[src/rtl/transmitting_igmp.sv]
// IGMP message builder: captures header fields, sums the message into an Internet checksum,
// then streams 32-bit words over valid/ready. Define IGMP_V3_QUERY_EN for v3-format queries.
module transmitting_igmp #(
    parameter int GAP_CYCLES  = 2,
    parameter int STALL_LIMIT = 0
) (
    input  logic        clk,
    input  logic        reset,
    input  logic        start,
    input  logic [7:0]  typea,
    input  logic [7:0]  mrc,
    input  logic [31:0] groupadd,
    input  logic        s,
    input  logic [2:0]  qrv,
    input  logic [7:0]  qqic,
    input  logic [15:0] source,
    input  logic [31:0] sourceadd,
    output logic        ready_in,
    output logic [31:0] tx_data,
    output logic        tx_valid,
    input  logic        tx_ready,
    output logic        tx_last,
    output logic        done,
    output logic        err
);

    typedef enum logic [2:0] {IDLE, CALC, FOLD, SEND, GAP} state_t;

    localparam logic [15:0] GAP_LIM   = 16'(GAP_CYCLES);
    localparam logic [15:0] STALL_LIM = 16'(STALL_LIMIT);

    state_t      state;
    logic [7:0]  r_type;
    logic [7:0]  r_mrc;
    logic [31:0] r_grp;
    logic [2:0]  nwords;
    logic [1:0]  idx;
    logic [17:0] acc;
    logic [15:0] csum;
    logic [15:0] gap_cnt;
    logic [15:0] stall_cnt;

`ifdef IGMP_V3_QUERY_EN
    logic        r_s;
    logic [2:0]  r_qrv;
    logic [7:0]  r_qqic;
    logic [15:0] r_src;
    logic [31:0] r_sadd;
`else
    logic        unused_v3;
    assign unused_v3 = ^{s, qrv, qqic, sourceadd};
`endif

    logic        type_ok;
    logic        src_ok;
    logic [2:0]  n_req;
    logic [7:0]  mrc_eff;
    logic [2:0]  last_idx;
    logic [1:0]  nxt_idx;
    logic [3:0][31:0] msg_w;
    logic [16:0] fold1;
    logic [15:0] fold2;

    always_comb begin
        type_ok = (typea == 8'h11) || (typea == 8'h16) || (typea == 8'h17);
        mrc_eff = (typea == 8'h11) ? mrc : 8'h00;
`ifdef IGMP_V3_QUERY_EN
        src_ok  = (source <= 16'd1);
        n_req   = (typea == 8'h11) ? (source[0] ? 3'd4 : 3'd3) : 3'd2;
`else
        // v2 queries carry no source list, so the source count is irrelevant for them
        src_ok  = (typea == 8'h11) || (source <= 16'd1);
        n_req   = 3'd2;
`endif
    end

    // csum holds 0 while summing, so word 0 contributes a zero checksum field
    always_comb begin
        msg_w[0] = {r_type, r_mrc, csum};
        msg_w[1] = r_grp;
`ifdef IGMP_V3_QUERY_EN
        msg_w[2] = {4'b0000, r_s, r_qrv, r_qqic, r_src};
        msg_w[3] = r_sadd;
`else
        msg_w[2] = 32'h0;
        msg_w[3] = 32'h0;
`endif
    end

    assign last_idx = nwords - 3'd1;
    assign nxt_idx  = idx + 2'd1;
    assign fold1    = {1'b0, acc[15:0]} + {15'b0, acc[17:16]};
    assign fold2    = fold1[15:0] + {15'b0, fold1[16]};

    // Two halves plus the pending carry of a partial sum always fit in 18 bits
    function automatic logic [17:0] csum_add(input logic [17:0] a, input logic [31:0] w);
        return {2'b0, a[15:0]} + {16'b0, a[17:16]} + {2'b0, w[31:16]} + {2'b0, w[15:0]};
    endfunction

    always_ff @(posedge clk or posedge reset) begin
        if (reset) begin
            state     <= IDLE;
            r_type    <= 8'h0;
            r_mrc     <= 8'h0;
            r_grp     <= 32'h0;
            nwords    <= 3'd0;
            idx       <= 2'd0;
            acc       <= 18'h0;
            csum      <= 16'h0;
            gap_cnt   <= 16'h0;
            stall_cnt <= 16'h0;
            ready_in  <= 1'b1;
            tx_data   <= 32'h0;
            tx_valid  <= 1'b0;
            tx_last   <= 1'b0;
            done      <= 1'b0;
            err       <= 1'b0;
`ifdef IGMP_V3_QUERY_EN
            r_s       <= 1'b0;
            r_qrv     <= 3'd0;
            r_qqic    <= 8'h0;
            r_src     <= 16'h0;
            r_sadd    <= 32'h0;
`endif
        end else begin
            done <= 1'b0;
            err  <= 1'b0;
            case (state)
                IDLE: begin
                    if (start) begin
                        if (type_ok && src_ok) begin
                            r_type   <= typea;
                            r_mrc    <= mrc_eff;
                            r_grp    <= groupadd;
                            nwords   <= n_req;
                            idx      <= 2'd0;
                            acc      <= 18'h0;
                            csum     <= 16'h0;
                            ready_in <= 1'b0;
                            state    <= CALC;
`ifdef IGMP_V3_QUERY_EN
                            r_s      <= s;
                            r_qrv    <= qrv;
                            r_qqic   <= qqic;
                            r_src    <= source;
                            r_sadd   <= sourceadd;
`endif
                        end else begin
                            err <= 1'b1;
                        end
                    end
                end
                CALC: begin
                    acc <= csum_add(acc, msg_w[idx]);
                    if ({1'b0, idx} == last_idx) begin
                        idx   <= 2'd0;
                        state <= FOLD;
                    end else begin
                        idx <= nxt_idx;
                    end
                end
                FOLD: begin
                    csum      <= ~fold2;
                    stall_cnt <= 16'h0;
                    state     <= SEND;
                end
                SEND: begin
                    if (!tx_valid) begin
                        tx_valid <= 1'b1;
                        tx_data  <= msg_w[idx];
                        tx_last  <= ({1'b0, idx} == last_idx);
                    end else if (tx_ready) begin
                        stall_cnt <= 16'h0;
                        if (tx_last) begin
                            tx_valid <= 1'b0;
                            tx_last  <= 1'b0;
                            done     <= 1'b1;
                            gap_cnt  <= 16'h0;
                            state    <= GAP;
                        end else begin
                            idx     <= nxt_idx;
                            tx_data <= msg_w[nxt_idx];
                            tx_last <= ({1'b0, nxt_idx} == last_idx);
                        end
                    end else if (STALL_LIMIT > 0) begin
                        if (stall_cnt + 16'd1 == STALL_LIM) begin
                            tx_valid <= 1'b0;
                            tx_last  <= 1'b0;
                            err      <= 1'b1;
                            gap_cnt  <= 16'h0;
                            state    <= GAP;
                        end else begin
                            stall_cnt <= stall_cnt + 16'd1;
                        end
                    end
                end
                GAP: begin
                    if (gap_cnt == GAP_LIM) begin
                        ready_in <= 1'b1;
                        state    <= IDLE;
                    end else begin
                        gap_cnt <= gap_cnt + 16'd1;
                    end
                end
                default: state <= IDLE;
            endcase
        end
    end

endmodule
[config.mk]
export PLATFORM = sky130hd
export DESIGN_NAME = transmitting_igmp
export DESIGN_NICKNAME = d
export VERILOG_FILES = /design/src/rtl/transmitting_igmp.sv
export SDC_FILE = /design/constraint.sdc
export NUM_CORES = 1
export LEC_CHECK = 0
export CAP_MARGIN = 25
export CORE_AREA = 2 2 165 167
export DETAILED_ROUTE_END_ITERATION = 10
export DIE_AREA = 0 0 167 169
export GPL_ROUTABILITY_DRIVEN = 0
export HOLD_SLACK_MARGIN = 0.05
export SLEW_MARGIN = 10
export SYNTH_ARGS = -nofsm -noshare
export SYNTH_HDL_FRONTEND = slang
export SYNTH_SLANG_ARGS = --single-unit
export TNS_END_PERCENT = 1
[constraint.sdc]
create_clock -name clk -period 5.98 [get_ports clk]
set_clock_uncertainty 0.2 [all_clocks]
set_input_delay 0.598 -clock clk [delete_from_list [all_inputs] [get_ports clk]]
set_output_delay 0.598 -clock clk [all_outputs]
set_load 0.005 [all_outputs]
==> results.toml <==
[logic_synthesis]
yosysWarningCount = 0
synth-edff-count = 0
syn_area_sq_um = 9080
yosys.cell_types.count = 66
synth_top_cell_by_area = "dfrtp_1"
ys_seq_area_share_pct = 38.9
ys.flop_type = "dfrtp_1"
synth_top_cells_by_area = "dfrtp_1 (39%), mux2_2 (11%), ha_1 (5.1%)"
syn_nets = 1077
syn_inst = 909
synth-seq-cells = 141
avgSynthCellArea_sq_um = 9.99
synth.top_cell.area_share_pct = 38.6
async_reset_ff_share_pct = 100

[global_routing]
grt_pass1_vias = 7099
grt_usage_pct = 16.8
antenna_found_initial = 0
grt-ovfl-total = 0
grt_max_degree = 99
grt_pass1_wl_um = 38100

[floorplanning]
die_h_um = 169
coreArea_sq_um = 26500
rows = 60
dieArea_sq_um = 28200
die_x_um = 167
io_pins = 149
initial_core_util_pct = 34.3

[sta]
hold_viol = 0
slew_violations = 0
period_needed_ns = 4.60
finalSetupViolations = 0
finalSetupTns_ns = 0
max_freq_ghz = 0.217
rsz0062_at_grt = "false"
relSlewSlack_pct = 37.9
worst_slew_pin_slew_ns = 0.932
fin_crit_sh_pct = 77.0

[finish]
drive_gt1_share_pct = 16.4
final_common_cell = "dfrtp_1"
synthToLayoutAreaGrowth_pct = 22.0
fillCellCount = 2578
antennaDiodeCount = 0
layout_common_cells = "dfrtp_1 (138), clkdlybuf4s50_1 (103), mux2_2 (92), nand2_1 (79), nor2_1 (70)"
multi_input_area_sq_um = 5150
ff_latch_area_sq_um = 3530
finalInstanceArea_sq_um = 11100
fin_nets = 1161

[worst_hold_path]
worstHoldStart = "nwords[1]"
hold_end = "nwords[1]"
worstHoldPathCells = 2
hp-class = "reg2reg"

[setup_path]
worst_setup_path_start_kind = "register"
arrival_ns = 4.72
cp_data_required_time_ns = 6.09
r2r-end = "acc[13]"
rrSetupSlack_ns = 1.38
cp_max_fo = 13
critPathCaptureType = "register"
worstReg2RegStart = "idx[1]"
worst_r2r_path_depth = 15
critPathKind = "reg2reg"

[routing]
drt-total-wl_um = 23000
wire_per_inst_um = 17.1
avgViaCountPerCell = 5.20
postRouteAntennaNets = 0
dr_total_vias = 7005
dr.pass1.iters = 6
drt_iter0_markers = 419
remaining_drc_errors = 0

[placed_design]
dpl.hpwl_um = 16800
port_buffers = 103
place_area_sq_um = 10500

[power_and_ir_drop]
vdd_drop_max_uv = 207
leakagePower_uw = 0.00497
p_per_area_nw_per_um2 = 448

[outcome]
status = "completed"

[clock_tree]
ctsHoldBuffers = 0
clock-sinks = 141
clk_pin_slew_ns = 0.06
cts_root_buf = "clkbuf_16"
clock_latency_ns = 0.43
cts_tree = "done"
htree_levels = 4
numCtsBuffers = 17
cts_resized = 0
max-clock-path-buffers = 2
post_cts.repair.setup_buffers = 0

[flow_run]
drv_cap = 0
[sequential cells by signal, summed over array words and instances, names as in the netlist, 2 cells and up]
register  flops
r_type        8
csum         16
gap_cnt      16
r_grp        32
tx_data      32
acc          18
idx           2
r_mrc         8
state         3
[cell families after synthesis]
logic type,after synthesis,synth area share [%]
compound gates,201,16.3
simple gates,249,13.8
flops,141,38.9
buf+inv,113,4.71
mux,98,12.1
fa+ha+maj,56,9.28
xor+xnor,51,5.00
[stage by stage]
step | setup slack [ns] | util, % | power [uW] | instances | hold slack, ns
after global placement | 1.49 | 39.5 | 3840 | 1314 | 0.288
after detailed placement | 1.46 | 39.6 | 3890 | 1315 | 0.286
after floorplan | 1.40 | - | 3100 | 909 | 0.263
after global routing | 1.09 | 41.8 | 5340 | 1347 | 0.332
after CTS | 1.43 | 41.8 | 5000 | 1347 | 0.301
final | 1.38 | 41.8 | 4960 | 1347 | 0.299
[worst max path at each step]
stage	from	to	slack, ns
after detailed placement	idx[1]	acc[13]	1.46
final	idx[1]	acc[13]	1.38
after global routing	idx[1]	acc[13]	1.09
after global placement	idx[1]	acc[13]	1.49
after CTS	idx[1]	acc[13]	1.43
after floorplan	reset	acc[0]	1.40
[cell type report]
class,instances,area share [%]
timing repair buffer,116,10.3
multi-input combinational,655,46.5
sequential,141,31.9
clock buffer,18,3.96
tap,341,3.85
inverter,62,2.15
clock inverter,14,1.42
[power by group]
group          switching [uW]  internal (uW)  total [uW]
sequential                285           1220        1510
combinational            1260           1100        2360
clock                     461            634        1090
[cells in the mapped netlist, drive strengths merged, types with 8 or more instances]
cell,number
a22o,46
clkbuf,38
nor4,13
nand4,8
mux2,92
inv,62
nand2,79
a21oi,45
a22oi,32
and3,8
a21o,8
o2bb2ai,15
xnor2,34
fa,19
ha,37
and2,10
dfrtp,140
nand3,15
buf,13
xor2,17
nor2,73
o21ai,25
nor2b,8
[worst max-delay path: stages (launching register included)]
cell      delay [ns]
dfrtp_1         0.64
inv_1           0.34
nand2_1         0.16
fa_1            0.45
fa_1            0.55
inv_1           0.04
ha_1            0.21
inv_1           0.07
fa_1            0.17
nand2b_1        0.15
a21oi_1         0.09
o311ai_0        0.62
nor2_1          0.08
a2111o_1        0.37
xor2_1          0.14
a22o_1          0.18
[metal layers]
metal	share of wire (%)	vias up	GRT usage, %
met5	0	-	0
met4	2.3	0	6.37
met3	2.8	28	2.24
met2	48	124	27.4
met1	47	3448	22.9
li1	-	3405	-
Power figures use the tool's default switching activity.
